<file path="config.mk">
export PLATFORM = sky130hd
export DESIGN_NAME = cv32e40p_alu_tmr_scheduler_ft
export DESIGN_NICKNAME = d
export VERILOG_FILES = /design/src/rtl/cv32e40p_alu_tmr_scheduler_ft.sv
export SDC_FILE = /design/constraint.sdc
export NUM_CORES = 1
export LEC_CHECK = 0
export ABC_AREA = 1
export BUFFER_PORTS_ARGS = -buffer_cell sky130_fd_sc_hd__buf_2
export CAP_MARGIN = 20
export CORE_MARGIN = 2
export CORE_UTILIZATION = 50
export CTS_CLUSTER_DIAMETER = 60
export DETAILED_ROUTE_END_ITERATION = 8
export PLACE_DENSITY = 0.82
export SLEW_MARGIN = 40
export SYNTH_ARGS = -nofsm -noshare
export SYNTH_HDL_FRONTEND = slang
export SYNTH_SLANG_ARGS = --single-unit
</file>
<file path="constraint.sdc">
create_clock -name clk -period 11.39 [get_ports clk]
set_clock_uncertainty 0.15 [all_clocks]
set_input_delay 2.278 -clock clk [delete_from_list [all_inputs] [get_ports clk]]
set_output_delay 2.278 -clock clk [all_outputs]
set_load 0.01 [all_outputs]
</file>
<file path="src/rtl/cv32e40p_alu_tmr_scheduler_ft.sv">
// rtl/cv32e40p_alu_tmr_scheduler_ft.sv - issue-side scheduler for the four redundant EX-stage ALUs
module cv32e40p_alu_tmr_scheduler_ft #(
    parameter int MAX_RETRY = 1,
    parameter int NUM_CLASS = 9
) (
    input  logic                   clk,
    input  logic                   rst,
    input  logic                   issue_valid_i,
    output logic                   issue_ready_o,
    input  logic [3:0]             op_class_i,
    input  logic [4*NUM_CLASS-1:0] permanent_faulty_i,
    input  logic                   ex_done_i,
    input  logic                   vote_mismatch_i,
    output logic [3:0]             alu_enable_o,
    output logic [5:0]             alu_sel_o,
    output logic [1:0]             mode_o,
    output logic                   replay_o,
    output logic [3:0]             counter_clk_en_o,
    output logic                   dmr_unrecoverable_o,
    output logic                   alu_fail_o
);

    typedef enum logic [1:0] {IDLE, EXEC, RETRY, ERR} state_t;

    localparam logic [1:0] MODE_TMR    = 2'b00;
    localparam logic [1:0] MODE_DMR    = 2'b01;
    localparam logic [1:0] MODE_SINGLE = 2'b10;
    localparam logic [1:0] MODE_NONE   = 2'b11;

    state_t     state_q, state_d;
    logic [1:0] sp_q, sp_d;
    logic [1:0] retry_q, retry_d;
    logic [3:0] en_q, en_d;
    logic [5:0] sel_q, sel_d;
    logic [1:0] mode_q, mode_d;
    logic       replay_q, replay_d;
    logic       fail_q, fail_d;

    logic       alu_op;
    logic [3:0] healthy;
    logic [3:0] pick;
    logic [2:0] n_healthy;
    logic [1:0] idx [4];
    logic [5:0] new_sel;
    logic [1:0] new_mode;
    logic       exec_ok;
    logic       accept;
    int         k;

    // Selection for the op presented this cycle; it is latched on acceptance,
    // which also snapshots the fault map for the lifetime of the op.
    always_comb begin
        alu_op    = (int'(op_class_i) < NUM_CLASS);
        healthy   = 4'b0000;
        n_healthy = 3'd0;
        for (int i = 0; i < 4; i++) begin
            for (int c = 0; c < NUM_CLASS; c++) begin
                if (alu_op && op_class_i == 4'(c)) begin
                    healthy[i] = ~permanent_faulty_i[i*NUM_CLASS+c];
                end
            end
            n_healthy = n_healthy + {2'b00, healthy[i]};
        end
        pick = healthy;
        if (n_healthy == 3'd4) begin
            pick[sp_q] = 1'b0;
        end
        for (int i = 0; i < 4; i++) begin
            idx[i] = 2'd0;
        end
        k = 0;
        for (int i = 0; i < 4; i++) begin
            if (pick[i]) begin
                idx[k[1:0]] = 2'(i);
                k = k + 1;
            end
        end
        case (n_healthy)
            3'd4, 3'd3: begin new_sel = {idx[2], idx[1], idx[0]}; new_mode = MODE_TMR;    end
            3'd2:       begin new_sel = {idx[0], idx[1], idx[0]}; new_mode = MODE_DMR;    end
            3'd1:       begin new_sel = {idx[0], idx[0], idx[0]}; new_mode = MODE_SINGLE; end
            default:    begin new_sel = 6'd0;                     new_mode = MODE_NONE;   end
        endcase
    end

    assign exec_ok       = (state_q == EXEC) && ex_done_i && !((mode_q == MODE_DMR) && vote_mismatch_i);
    assign issue_ready_o = !rst && ((state_q == IDLE) || exec_ok);
    assign accept        = issue_valid_i && issue_ready_o;

    always_comb begin
        state_d  = state_q;
        sp_d     = sp_q;
        retry_d  = retry_q;
        en_d     = en_q;
        sel_d    = sel_q;
        mode_d   = mode_q;
        replay_d = replay_q;
        fail_d   = 1'b0;
        case (state_q)
            IDLE, EXEC: begin
                if (state_q == EXEC && ex_done_i && !exec_ok) begin
                    state_d = (int'(retry_q) < MAX_RETRY) ? RETRY : ERR;
                end else if (accept) begin
                    retry_d  = 2'd0;
                    replay_d = 1'b0;
                    state_d  = IDLE;
                    if (alu_op) begin
                        sel_d  = new_sel;
                        en_d   = pick;
                        mode_d = new_mode;
                        if (n_healthy == 3'd4) begin
                            sp_d = sp_q + 2'd1;
                        end
                        if (n_healthy == 3'd0) begin
                            fail_d = 1'b1;
                        end else begin
                            state_d = EXEC;
                        end
                    end
                end else if (exec_ok) begin
                    state_d = IDLE;
                end
            end
            RETRY: begin
                retry_d  = retry_q + 2'd1;
                replay_d = 1'b1;
                state_d  = EXEC;
            end
            ERR: begin
                retry_d = 2'd0;
                state_d = IDLE;
            end
            default: state_d = IDLE;
        endcase
    end

    always_ff @(posedge clk) begin
        if (rst) begin
            state_q  <= IDLE;
            sp_q     <= 2'd0;
            retry_q  <= 2'd0;
            en_q     <= 4'd0;
            sel_q    <= 6'd0;
            mode_q   <= MODE_NONE;
            replay_q <= 1'b0;
            fail_q   <= 1'b0;
        end else begin
            state_q  <= state_d;
            sp_q     <= sp_d;
            retry_q  <= retry_d;
            en_q     <= en_d;
            sel_q    <= sel_d;
            mode_q   <= mode_d;
            replay_q <= replay_d;
            fail_q   <= fail_d;
        end
    end

    assign alu_enable_o        = (state_q == EXEC) ? en_q : 4'd0;
    assign alu_sel_o           = sel_q;
    assign mode_o              = mode_q;
    assign replay_o            = (state_q == EXEC) && replay_q;
    assign dmr_unrecoverable_o = (state_q == ERR);
    assign alu_fail_o          = fail_q;

    // An ALU broken in every class can never be trusted again; freeze its counters.
    always_comb begin
        for (int i = 0; i < 4; i++) begin
            counter_clk_en_o[i] = !rst && !(&permanent_faulty_i[i*NUM_CLASS +: NUM_CLASS]);
        end
    end

endmodule

</file>
# ---- Word-level counts from Yosys, hierarchy flattened
# Index checks and enable logic that the tools add are counted.
dict set report classes {
  n_bitwise 49
  n_mux 68
  reduce_logical 47
  eq_ne 19
  n_addsub 7
  n_lt_le_gt_ge 10
}
# operator n
set ops {}
lappend ops {{$mux W1} 44}
lappend ops {{$not A1 Y1} 40}
lappend ops {{$reduce_and A9 Y1} 4}
lappend ops {{$logic_and A1 B1 Y1} 24}
lappend ops {{$mux W2} 10}
lappend ops {{$pmux W2 S3} 3}
lappend ops {{$pmux W6 S3} 1}
lappend ops {{$eq A4 B3 Y1 const B} 4}
lappend ops {{$mux W8} 2}
lappend ops {{$demux W2 S2} 3}
lappend ops {{$ge A3 B3 Y1 const B} 3}
lappend ops {{$lt A3 B1 Y1 const B} 3}
lappend ops {{$not A2 Y3} 3}
lappend ops {{$and A4 B4 Y4} 2}
lappend ops {{$eq A4 B2 Y1 const B} 2}
lappend ops {{$mux W4} 2}
lappend ops {{$not A4 Y4} 2}
lappend ops {{$or A8 B8 Y8} 1}
lappend ops {{$logic_not A1 Y1} 7}
lappend ops {{$mux W7} 1}
lappend ops {{$eq A3 B2 Y1 const B} 2}
lappend ops {{$reduce_and A5 Y1} 1}
lappend ops {{$reduce_or A5 Y1} 1}
lappend ops {{$add A2 B1 Y2 const B} 2}
lappend ops {{other kinds (29)} 33}
dict set report totals {
  regBits 20
  word_cells 208
  out_inout_bits 20
  input_bits 45
}

# ---- Logic depth before layout (Yosys ltp)
dict set report depth {
  depth_word 30
  ltp_mapped 28
  depth_no_buf 28
}

# ---- Worst setup path before layout
# OpenSTA, ideal clock, no wires.
dict set report synth_timing {
  path_type {input -> register}
  start {input op_class_i[1]}
  end {register sel_q[3] (netlist: alu_sel_o[3])}
  path_slack_ns 5.466
  stages 26
  required_ns 11.173
  t_arrival_ns 5.706
  setup_time_ns 0.067
  path_cell_list {inv_2 > nor2_4 > nand2_1 > nor2_1 > nor3_1 > nand2_1 > nor4_1 > o21ai_0 > o21ai_0 > inv_1 > fa_1 > ha_1 > ha_1 > nor2_1 > nand2_1 > inv_1 > nand2_1 > nand2_1 > inv_1 > fa_1 > inv_1 > nor2_1 > nand3_1 > o21ai_0 > nand2_1 > a21oi_2}
}
dict set report synth_between {
  elab_chain_len 29
  word_cells_on_any_way 88
}
# item line
set synth_lines {}
lappend synth_lines {{start, declared} 10} ;# input logic [3:0] op_class_i,
lappend synth_lines {{$lt A4 B4 Y1 / $logic_not A4 Y1 (equally long branches)} {53, 58}}
lappend synth_lines {{$logic_and A1 B1 Y1} 58} ;# if (alu_op && op_class_i == 4'(c)) begin
lappend synth_lines {{$mux W1 (9 in a row)} 58}
lappend synth_lines {{$add A1 B1 Y2} 62} ;# n_healthy = n_healthy + {2'b00, healthy[i]};
lappend synth_lines {{$add A2 B1 Y3} 62}
lappend synth_lines {{$add A3 B1 Y3} 62}
lappend synth_lines {{$eq A3 B3 Y1} 65} ;# if (n_healthy == 3'd4) begin
lappend synth_lines {{$mux W4 (*)} 65}
lappend synth_lines {{via pick[0]} 41} ;# logic [3:0] pick;
lappend synth_lines {{[5 not listed]} n/a}
lappend synth_lines {{$not A2 Y3 (implied by the code) / $logic_and A1 B1 Y1 (equally long branches)} 74} ;# idx[k[1:0]] = 2'(i);
lappend synth_lines {{$ge A3 B3 Y1 (implied by the code) (tied with other cells)} 74}
lappend synth_lines {{$logic_and A1 B1 Y1 (implied by the code) / $demux W2 S2 (equally long branches)} 74}
lappend synth_lines {{$mux W2 (implied by the code) / $or A4 B4 Y4 (equally long branches)} n/a}
lappend synth_lines {{$demux W2 S2 / $mux W8 (equally long branches)} {74, 73}}
lappend synth_lines {{$or A8 B8 Y8 (no line)} n/a}
lappend synth_lines {{$mux W8 (*)} 73} ;# if (pick[i]) begin
lappend synth_lines {{$pmux W6 S3 (*)} 78} ;# case (n_healthy)
lappend synth_lines {{end signal, assigned} 152} ;# sel_q <= sel_d;
lappend synth_lines {{end, declared} 34} ;# logic [5:0] sel_q, sel_d;
# Mark *: on every way through the listed nets, which the timed path passes. The rest lies on a longest branch.
# A chain may end at the register's enable or synchronous reset.

# ---- Final worst setup path
dict set report layout_timing {
  start {input op_class_i[3]}
  end {register sel_q[2] (netlist: alu_sel_o[2])}
}
dict set report layout_between {
  word_cells_on_any_way 96
}
# item line
set layout_rtl {}
lappend layout_rtl {{$lt A4 B4 Y1 / $logic_not A4 Y1 (equally long branches)} {53, 58}}
lappend layout_rtl {{$logic_and A1 B1 Y1} 58}
lappend layout_rtl {{$mux W1 (9 in a row)} 58}
lappend layout_rtl {{$add A1 B1 Y2} 62}
lappend layout_rtl {{$add A2 B1 Y3} 62}
lappend layout_rtl {{$add A3 B1 Y3} 62}
lappend layout_rtl {{$eq A3 B3 Y1} 65}
lappend layout_rtl {{$mux W4 (*)} 65}
lappend layout_rtl {{via pick[1]} 41}
lappend layout_rtl {{parallel branches: the longest is 10 deep, another holds $ge A3 B3 Y1} n/a}
lappend layout_rtl {{$mux W8 (*)} 73}
lappend layout_rtl {{$pmux W6 S3 (*)} 78}
# Mark *: on every way through the listed nets, which the timed path passes.

==> results by group <==
Outcome
  – Status: finished, final reports clean

Worst setup path
  – Crit. End Element: flip-flop
  – Worst setup SP type: input pin
  – CP max-delay cell: fa_1
  – Worst EP arrival: 6.35 ns
  – Crit-path max FO: 9
  – Crit path kind: in -> reg
  – Slowest stage delay, CP: 0.51 ns
  – CP most frequent cell: nand2_1
  – Critical Path RT: ~12 ns

Drt
  – Wire per inst: 12.1 um
  – # DRC: 0
  – TritonRoute pass-1 iters: 4
  – Antenna viol nets, final: 0
  – Routed WL: 4.70 mm
  – DR vias: around 2000
  – Initial drt markers: 143
  – Vias/cell: 5.15

STA
  – Post-route setup TNS: 0 ns
  – Final Max Tran Viols: 0
  – RSZ-0062 raised after global routing: no
  – Rel. slew slack: 65.2%
  – Fmax achieved: 160 MHz
  – Final Cycle Share: 54.8%
  – Final setup viols: 0
  – Final Hold Viols: 0
  – Worst Tran Pin Value: between 0.5 and 0.6 ns
  – Hold Slack: about 0.32 ns
  – Post-layout min period: about 6.2 ns

Clock tree
  – Clock sink count: 20
  – Clock Tree Buf Depth: 2
  – Clock transition at path regs: 0.12 ns
  – CTS Hold Bufs: 0
  – Insertion delay to the later sink of the worst-skew pair: 0.31 ns
  – TritonCTS Buffers: 3
  – Post-CTS sizing: 0
  – Number of setup buffers added after CTS: 0
  – H-tree Lvls: 1
  – CTS tree: built
  – Clk root buf: clkbuf_4

Global route
  – Number of global-route vias before repair: 1947
  – Largest net degree at the start of global routing: 16
  – Initial antenna violation count: 0
  – First-pass GRT wire length: a little over 8 mm
  – Total grt overflow: 0
  – GRT Util Overall: 24.5%

Layout
  – Share of layout cells above drive strength 1: 24.7%
  – Fin nets: 403
  – Synth-to-Final Area Change: 24.1%
  – ANT cells: 0

Floorplanning
  – Die area: between 0.003 and 0.004 sq mm
  – Io pins: 65
  – Row count: 21
  – Initial Util: about half
  – Die width: roughly 63 um
  – Total core area: 0.00334 sq mm
  – Die span in y: 62.8 um

Logic synthesis
  – Avg Synthesized Cell Area: 6.20 sq um
  – Synthesis warning total: 0
  – FF+latch count, synth: 20
  – Mapped Cells: 279
  – Post-synthesis cell type count: 31
  – Sequential share of the synthesized area: roughly 23%
  – Post-Syn Nets: about 340
  – Mapped Area: 0.00173 sq mm

Pwr
  – Sw Share: a little over a third
  – Sequential Power Share: 35.8%
  – Total internal power: 136 uW
  – Sw Pwr: 73.8 uW
  – Clock share of power: 27.7%
  – Peak VDD IR: 0.0000939 V
  – Combinational share of power: 36.4%
  – Static leakage: 0.00110 uW
  – Pwr Density: 97.6 mW/mm^2
  – Tot Pwr: 210 uW

Hold path
  – Hold Path Class: reg -> reg

Placement
  – Input/output buffers: 64
  – Post-DP HPWL: 3.81 mm
  – Gpl congestion: 0.927

Job
  – Number of max-cap violations: 0
==> power groups by stage <==
stage	registers, uW	clock network (uW)	logic (uW)
floorplan	77.4	0	48.1
global placement	76.6	0	73.4
detailed placement	76.6	0	74.2
CTS	75.1	59.8	75.0
global route	75.6	62.5	85.5
finish	75.1	58.1	76.4
==> synthesized netlist by cell type <==
cell,n,area [sq um]
o21ai_0,18,90.1
inv_2,3,11.3
nand2_1,58,218
o22ai_1,1,6.26
nand3_4,1,17.5
a211oi_1,1,7.51
nor2_4,3,33.8
and3_1,1,6.26
o211ai_1,2,15.0
a21oi_2,1,8.76
dfxtp_1,20,400
fa_1,2,40.0
or2_0,3,18.8
and2_1,1,6.26
nand3b_1,2,15.0
nand2_2,3,18.8
nand3_1,15,75.1
nand3_2,1,10.0
inv_1,48,180
a31oi_1,1,6.26
a41oi_1,3,26.3
ha_1,11,138
nor2_1,37,139
a21oi_1,15,75.1
buf_2,2,10.0
nor2_2,4,25.0
clkbuf_1,1,3.75
nor3_1,7,35.0
nand4_2,1,12.5
nand4_1,11,68.8
nor4_1,2,12.5
==> worst max-delay path: cells and delay by family <==
kind / cells / cell delay [ns]
AOI/OAI and AO/OA: 2 / 0.28
buffers and inverters: 4 / 0.48
and+or+nand+nor: 17 / 1.79
adders and majority gates: 4 / 1.51
==> cell usage in the layout (no fill, tap or decap), drive strengths merged <==
master / instances
a211oi: 1
a21oi: 16
a31oi: 1
a41oi: 3
and2: 1
and3: 1
buf: 64
bufinv: 1
clkbuf: 3
dfxtp: 20
fa: 2
ha: 11
inv: 51
nand2: 61
nand3: 17
nand3b: 2
nand4: 12
nor2: 44
nor3: 7
nor4: 2
o211ai: 2
o21ai: 18
o22ai: 1
or2: 3
==> per-layer routing <==
metal  wire [um]  GRT usage, %
met1        2110          29.5
met2        2220          44.5
met3         330          4.50
met4          42          6.67
met5           0             0
==> per-stage QoR <==
step | worst slack, ns | util (%) | cell area (sq um) | std cells
2_1_floorplan | 5.47 | - | 1730 | 279
3_3_place_gp | 5.04 | 62.8 | 2090 | 386
3_5_place_dp | 4.88 | 62.8 | 2090 | 386
4_1_cts | 5.22 | 64.3 | 2150 | 390
5_1_grt | 4.73 | 64.3 | 2150 | 390
6_report | 5.15 | 64.3 | 2150 | 390
==> registers in the layout, summed over array words and instances (netlist names) <==
signal / cells
alu_fail_o: 1
alu_sel_o: 6
en_q: 4
mode_o: 2
replay_q: 1
retry_q: 2
sp_q: 2
state_q: 2
==> cell type report <==
cell class                 count  area [sq um]
inverter                      51           191
timing repair buffer          64           320
sequential                    20           400
clock inverter                 1          30.0
multi-input combinational    205          1120
tap                           46          57.6
clock buffer                   3          22.5
fill                         325          1190
==> cell families after synthesis <==
logic type,synth area share (%)
and+or+nand+nor,41.1
AOI/OAI and AO/OA,13.6
adders and majority gates,10.3
buffers and inverters,11.9
DFF,23.1
==> path summary, 6_finish.rpt <==
| kind | cells after the start | endpoint | start | slack, ns |
|---|---|---|---|---|
| max | 27 | alu_sel_o[2] | op_class_i[3] | 5.15 |
| min | 2 | retry_q[0] | retry_q[0] | 0.32 |
| max reg2reg | 13 | alu_sel_o[2] | sp_q[1] | 9.01 |
| min reg2reg | 2 | retry_q[0] | retry_q[0] | 0.32 |
No activity file was read; power rests on OpenSTA's default activity.
